File: config.mk
export PLATFORM = sky130hd
export DESIGN_NAME = cache_drain_ctrl
export DESIGN_NICKNAME = d
export VERILOG_FILES = /design/src/rtl/cache_drain_pkg.sv /design/src/rtl/cache_drain_addr_gen.sv /design/src/rtl/cache_drain_ctrl.sv
export SDC_FILE = /design/constraint.sdc
export NUM_CORES = 1
export LEC_CHECK = 0
export CORE_MARGIN = 2
export CORE_UTILIZATION = 35
export DETAILED_ROUTE_END_ITERATION = 10
export PLACE_DENSITY = 0.71
export SLEW_MARGIN = 40
export SYNTH_ARGS = -nofsm -noshare
export SYNTH_HDL_FRONTEND = slang
export SYNTH_HIERARCHICAL = 1
export SYNTH_SLANG_ARGS = --single-unit
File: constraint.sdc
create_clock -name clock -period 17.1 [get_ports clock]
set_input_delay 3.42 -clock clock [delete_from_list [all_inputs] [get_ports clock]]
set_output_delay 3.42 -clock clock [all_outputs]
set_load 0.05 [all_outputs]
File: src/rtl/cache_drain_pkg.sv
// Shared types and constants for the data-cache drain sequencer.
package cache_drain_pkg;

  localparam logic [6:0] DRAIN_OPCODE = 7'h7f;
  localparam int         LINE_W       = 128;
  localparam int         CL_TAG_W     = 26;

  typedef enum logic [1:0] {
    IDLE  = 2'd0,
    SCAN  = 2'd1,
    WRITE = 2'd2,
    DONE  = 2'd3
  } drain_state_t;

  typedef struct packed {
    logic                valid;
    logic                dirty;
    logic [CL_TAG_W-1:0] tag;
    logic [LINE_W-1:0]   data;
  } cache_line_t;

endpackage

File: src/rtl/cache_drain_addr_gen.sv
// Walk index counter with last-line flag and {tag, idx, 4'b0} block address.
module cache_drain_addr_gen #(
  parameter int NUM_LINES = 4,
  parameter int INDEX_W   = 2,
  parameter int TAG_W     = 26,
  parameter int ADDR_W    = 32
) (
  input  logic               clock,
  input  logic               reset,
  input  logic               clear,
  input  logic               inc,
  input  logic [TAG_W-1:0]   tag,
  output logic [INDEX_W-1:0] idx,
  output logic               last,
  output logic [ADDR_W-1:0]  addr
);
  import cache_drain_pkg::*;

  always_ff @(posedge clock or posedge reset) begin
    if (reset) begin
      idx <= '0;
    end else if (clear) begin
      idx <= '0;
    end else if (inc) begin
      idx <= idx + 1'b1;
    end
  end

  assign last = (idx == INDEX_W'(NUM_LINES - 1));
  assign addr = {tag, idx, 4'b0000};

endmodule

File: src/rtl/cache_drain_ctrl.sv
// Writes every valid+dirty cache line back to memory on a drain request, stalling the pipeline meanwhile.
// Build option DRAIN_INVALIDATE_EN additionally invalidates every line visited by the walk.
module cache_drain_ctrl #(
  parameter int NUM_LINES = 4,
  parameter int INDEX_W   = 2,
  parameter int LINE_W    = 128,
  parameter int ADDR_W    = 32,
  parameter int TAG_W     = 26
) (
  input  logic               clock,
  input  logic               reset,
  input  logic               drain_req,
  output logic               stall,
  output logic               drain_done,
  output logic [INDEX_W-1:0] line_idx,
  input  logic               line_valid,
  input  logic               line_dirty,
  input  logic [TAG_W-1:0]   line_tag,
  input  logic [LINE_W-1:0]  line_data,
  output logic               clr_dirty,
  output logic               clr_valid,
  output logic               mem_wr_req,
  output logic [ADDR_W-1:0]  mem_addr,
  output logic [LINE_W-1:0]  mem_wdata,
  input  logic               mem_ready
);
  import cache_drain_pkg::*;

  drain_state_t      state;
  drain_state_t      next_state;
  logic              idx_inc;
  logic              idx_clr;
  logic              last;
  logic              latch;
  logic [ADDR_W-1:0] blk_addr;

  cache_drain_addr_gen #(
    .NUM_LINES (NUM_LINES),
    .INDEX_W   (INDEX_W),
    .TAG_W     (TAG_W),
    .ADDR_W    (ADDR_W)
  ) u_addr_gen (
    .clock (clock),
    .reset (reset),
    .clear (idx_clr),
    .inc   (idx_inc),
    .tag   (line_tag),
    .idx   (line_idx),
    .last  (last),
    .addr  (blk_addr)
  );

  always_ff @(posedge clock or posedge reset) begin
    if (reset) begin
      state <= IDLE;
    end else begin
      state <= next_state;
    end
  end

  always_comb begin
    next_state = state;
    idx_inc    = 1'b0;
    idx_clr    = 1'b0;
    latch      = 1'b0;
    clr_dirty  = 1'b0;
    clr_valid  = 1'b0;
    case (state)
      IDLE: begin
        if (drain_req) next_state = SCAN;
      end
      SCAN: begin
        if (line_valid && line_dirty) begin
          latch      = 1'b1;
          next_state = WRITE;
        end else begin
`ifdef DRAIN_INVALIDATE_EN
          clr_valid = line_valid;
`endif
          if (last) next_state = DONE;
          else      idx_inc    = 1'b1;
        end
      end
      WRITE: begin
        // Acceptance is the only way out; address and data stay latched until then.
        if (mem_ready) begin
          clr_dirty = 1'b1;
`ifdef DRAIN_INVALIDATE_EN
          clr_valid = 1'b1;
`endif
          if (last) begin
            next_state = DONE;
          end else begin
            idx_inc    = 1'b1;
            next_state = SCAN;
          end
        end
      end
      DONE: begin
        idx_clr    = 1'b1;
        next_state = IDLE;
      end
      default: next_state = IDLE;
    endcase
  end

  always_ff @(posedge clock or posedge reset) begin
    if (reset) begin
      mem_addr  <= '0;
      mem_wdata <= '0;
    end else if (latch) begin
      mem_addr  <= blk_addr;
      mem_wdata <= line_data;
    end
  end

  assign stall      = (state != IDLE);
  assign drain_done = (state == DONE);
  assign mem_wr_req = (state == WRITE);

endmodule

## Word-level counts from Yosys, hierarchy flattened

Cells that the tools add are included.

| storage, ports and cells | value |
|---|---|
| register bits after elaboration | 160 |
| latch bits | 0 |
| RAM bits | 0 |
| bits in read-only memories | 0 |
| input port bits | 160 |
| output and inout port bits | 167 |
| memories | 0 |

| cells by class | value |
|---|---|
| add/subtract/negate cells | 1 |
| multipliers | 0 |
| div/mod/pow operators | 0 |
| $lt $le $gt $ge | 0 |
| equal/unequal tests | 7 |
| shift operators | 0 |
| mux-type cells | 17 |
| bitwise gates (word level) | 0 |
| reduce and logical (&&, ||, !) cells | 5 |

Operators by type and width:

| kind | number |
|---|---|
| $mux 2 | 7 |
| $mux 1 | 8 |
| $pmux 2 s4 | 1 |
| $eq 2x2->1 const B | 3 |
| $reduce_bool 2->1 | 2 |
| $ne 3x3->1 const B | 1 |
| $reduce_and 3->1 | 1 |
| $add 2x1->2 const B | 1 |
| $eq 2x1->1 const B | 1 |
| $logic_not 2->1 | 1 |
| $ne 2x1->1 const B | 1 |
| $ne 2x2->1 const B | 1 |
| $pmux 1 s2 | 1 |
| $logic_and 1x1->1 | 1 |

## Logic depth before layout (Yosys ltp)

| depth | value |
|---|---|
| depth after elaboration | 6 |
| depth in mapped cells | 6 |

## Modules after synthesis

Netlist, hierarchy kept.

By module, submodules not included:

| module | times used | cells each | area each (sq um) | sequential area each (sq um) |
|---|---|---|---|---|
| cache_drain_ctrl | 1 | 367 | 6217.2 | 4053.9 |
| cache_drain_addr_gen | 1 | 41 | 336.6 | 50.0 |

## Worst setup path after synthesis

Ideal clock, no wire load.

| timing path | value |
|---|---|
| path type | input -> output |
| start | input port mem_ready |
| end | output port clr_dirty |
| arrival time | 3.843 ns |
| required time | 13.680 ns |
| slack | 9.837 ns |
| cell stages on the path | 1 |
| cells stage by stage | and2_1 |

| between the ends | value |
|---|---|
| word-level cells in the longest chain between the ends | 2 |

RTL lines:

| item | line | source |
|---|---|---|
| start: declaration | cache_drain_ctrl.sv:25 | `input logic mem_ready` |
| $mux 1 | cache_drain_ctrl.sv:86 | `if (mem_ready) begin` |
| $mux 1 | cache_drain_ctrl.sv:68 | `case (state)` |
| end: declaration | cache_drain_ctrl.sv:20 | `output logic clr_dirty,` |

No other way between the ends.

## Final worst setup path

Ends and elaborated chain as after synthesis.

==> metrics.md <==
| Metric | Value |
|---|---|
| Clock tree buffer depth | 2 |
| Initial Utilization | approximately 35% |
| Vias | 4281 |
| Reg-to-reg setup timing slack | 14730 ps |
| GRT Residual Overflow | 0 |
| Most Crowded Layer GR | met2 |
| Die H | ~140 µm |
| Dpl hpwl | between 10000 and 15000 µm |
| Skew final | 8.395 ps |
| CP cell instances | clkdlybuf4s50_1, and2_1, clkdlybuf4s50_1 |
| Global-route wire length before repair | 25470 µm |
| Placed Cells | 923 |
| Via/cell ratio | 4.483 |
| Area growth, synth to finish | 57.75% |
| Met3 usage | 5.876% |
| HP Start | mem_addr[1] |
| Count of input and output buffers | 325 |
| Vias in the first global route | 4755 |
| Top_reg_cell synth | dfrtp_1 |
| Core area | 18520 µm² |
| Quantity of hold-fixing buffers added after cts | 0 |
| Worst Hold End | mem_addr[1] |
| Root buffer cell | clkbuf_16 |
| Worst skew pair latency | slightly above 400 ps |
| Post-route minimum period | 8269 ps |
| H-tree depth | 4 |
| Asr flop ratio synth | 100.0% |
| Antenna fix cells | 0 |
| CP arrival | 4850 ps |
| Overall Global Routing Usage | 16.63% |
| Met1 usage in global routing | 19.83% |
| Share of cells above drive strength 1 | a little over an eighth |
| Critical path peak fanout | 2 |
| CTS tree | done |
| Max-slew headroom | about half |
| Met2 Use GR | 27.83% |
| Setup TNS | 0 ps |
| RSZ-0062 raised after global routing | false |
| GPL Wtd Cong | approximately 0.76 |
| Final setup margin | just under 9000 ps |
| WS Path Type | in -> out |
| Mapped Area | between 6000 and 7000 µm² |
| Cell with the largest stage delay on the worst path | clkdlybuf4s50_1 |
| Die width | 140.8 µm |
| Clk slew on worst S/H paths | 60 ps |
| Reg2reg end | mem_addr[23] |
| Io pins | 327 |
| Final Hold Viols | 0 |
| Clock buffer count from CTS | 17 |
| Post-Layout Cell Count | roughly 960 |
| DRC viols | 0 |
| Worst hold slack | between 400 and 500 ps |
| Yosys warns | 6 |
| Pre-CTS WS | 8835 ps |
| FMAX | between 0.1 and 0.15 GHz |
| Row count | 50 |
| Post-CTS resize count | 0 |
| Reg2reg path depth | 5 |
| WP data required | about 14000 ps |
| Crit-path most repeated cell | clkdlybuf4s50_1 |
| Max_cap viols | 0 |
| ANT nets after route | 0 |
| Crit start category | input port |
| Synthesized instance count | 408 |
| Routed WL | between 15000 and 20000 µm |
| Number of distinct library cells after synthesis | 24 |
| Number of buffers added for setup after CTS | 0 |
| Clock Sinks | 164 |
| Initial antenna violation count | 0 |
| DR WL/cell | 17.14 µm |
| Final worst-path cycle share | 48.36% |
| Syn avg cell area | 16.06 µm² |
| Nets | 875 |
| Actual slew at the worst max-slew pin | 764.2 ps |
| Sequential cell area fraction in the yosys report | around 63% |
| Initial DRC Count | 126 |
| Die area | slightly below 20000 µm² |
| Largest net degree at the start of global routing | 88 |
| Max Slew Vio Count | 0 |
| Drt pass-1 iters | 4 |
| Worst setup EP type | output port |
| Flops & latches, synth | 164 |
| Setup-failing EPs final | 0 |
| Status | complete, no violations |
| Hold path cells | 1 |
| EDFF count, synth | 0 |
| Worst reg2reg path startpoint | state[1] |
| CP peak stage delay | 810 ps |
| Hold Path Class | reg -> reg |
## routing by layer
| layer | up-vias | share of wire (%) |
|---|---|---|
| li1 | 1977 | - |
| met3 | 17 | 8.0 |
| met4 | 0 | 2.1 |
| met2 | 202 | 50 |
| met1 | 2085 | 40 |
| met5 | - | 0 |
## worst max-delay path, delay by kind of cell
kind                   cells  cell delay [ps]
buffers and inverters      2             1290
AND/OR/NAND/NOR            1              140
## logic make-up after synthesis
logic type | count (synthesis) | share of synthesized area, %
mux | 161 | 27.64
buf+inv | 57 | 6.529
xor+xnor | 1 | 0.1337
other cells | 2 | 0.1146
flops | 164 | 62.62
simple gates | 8 | 0.6299
fa+ha+maj | 7 | 1.336
compound gates | 8 | 0.9930
## layout by cell type (no fill, tap or decap), types with 2 or more instances in the layout
cell type / synthesis / layout
clkbuf_16: 0 / 17
clkbuf_8: 0 / 2
clkdlybuf4s50_1: 0 / 325
clkinv_4: 0 / 3
clkinvlp_4: 0 / 3
conb_1: 2 / 5
dfrtp_1: 164 / 164
ha_1: 7 / 7
inv_1: 7 / 6
inv_6: 0 / 5
mux2_1: 100 / 100
mux2_2: 60 / 60
nor2_1: 4 / 4
## state kept, by name, summed over array words and instances, names as in the netlist
register        cells
mem_wdata         128
mem_addr           32
state               2
u_addr_gen/idx      2
## cells in the mapped netlist (all sizes together), types with 2 or more instances
cell	count	share of area, %
conb	2	0.11
mux2	160	27
dfrtp	164	63
nand3	2	0.23
buf	50	6.1
ha	7	1.3
inv	7	0.40
nor2	4	0.23
## stage by stage
stage          cell area [µm²]  utilization (%)
2_1_floorplan             6565                -
3_3_place_gp              9744            52.62
3_5_place_dp              9752            52.66
4_1_cts                  10340            55.82
5_1_grt                  10340            55.83
6_report                 10340            55.83
## worst max path at each step
stage | end | slack, ps | depth (start not counted) | from
3_3_place_gp | clr_dirty | 8830 | 3 | mem_ready
2_1_floorplan | mem_addr[0] | 9300 | 1 | reset
4_1_cts | clr_dirty | 8830 | 3 | mem_ready
3_5_place_dp | clr_dirty | 8830 | 3 | mem_ready
6_report | clr_dirty | 8830 | 3 | mem_ready
5_1_grt | clr_dirty | 8810 | 3 | mem_ready
## layout make-up
type	count	area, µm²
clock buffer	19	442.9
sequential	164	4104
timing repair buffer	328	3286
inverter	7	31.28
clock inverter	13	141.4
fill	1519	8179
tap	234	292.8
multi-input combinational	190	2041
Power is left out: the tool's default activity adds up to more than one toggle a clock period on the data nets, which glitch-free logic cannot reach.
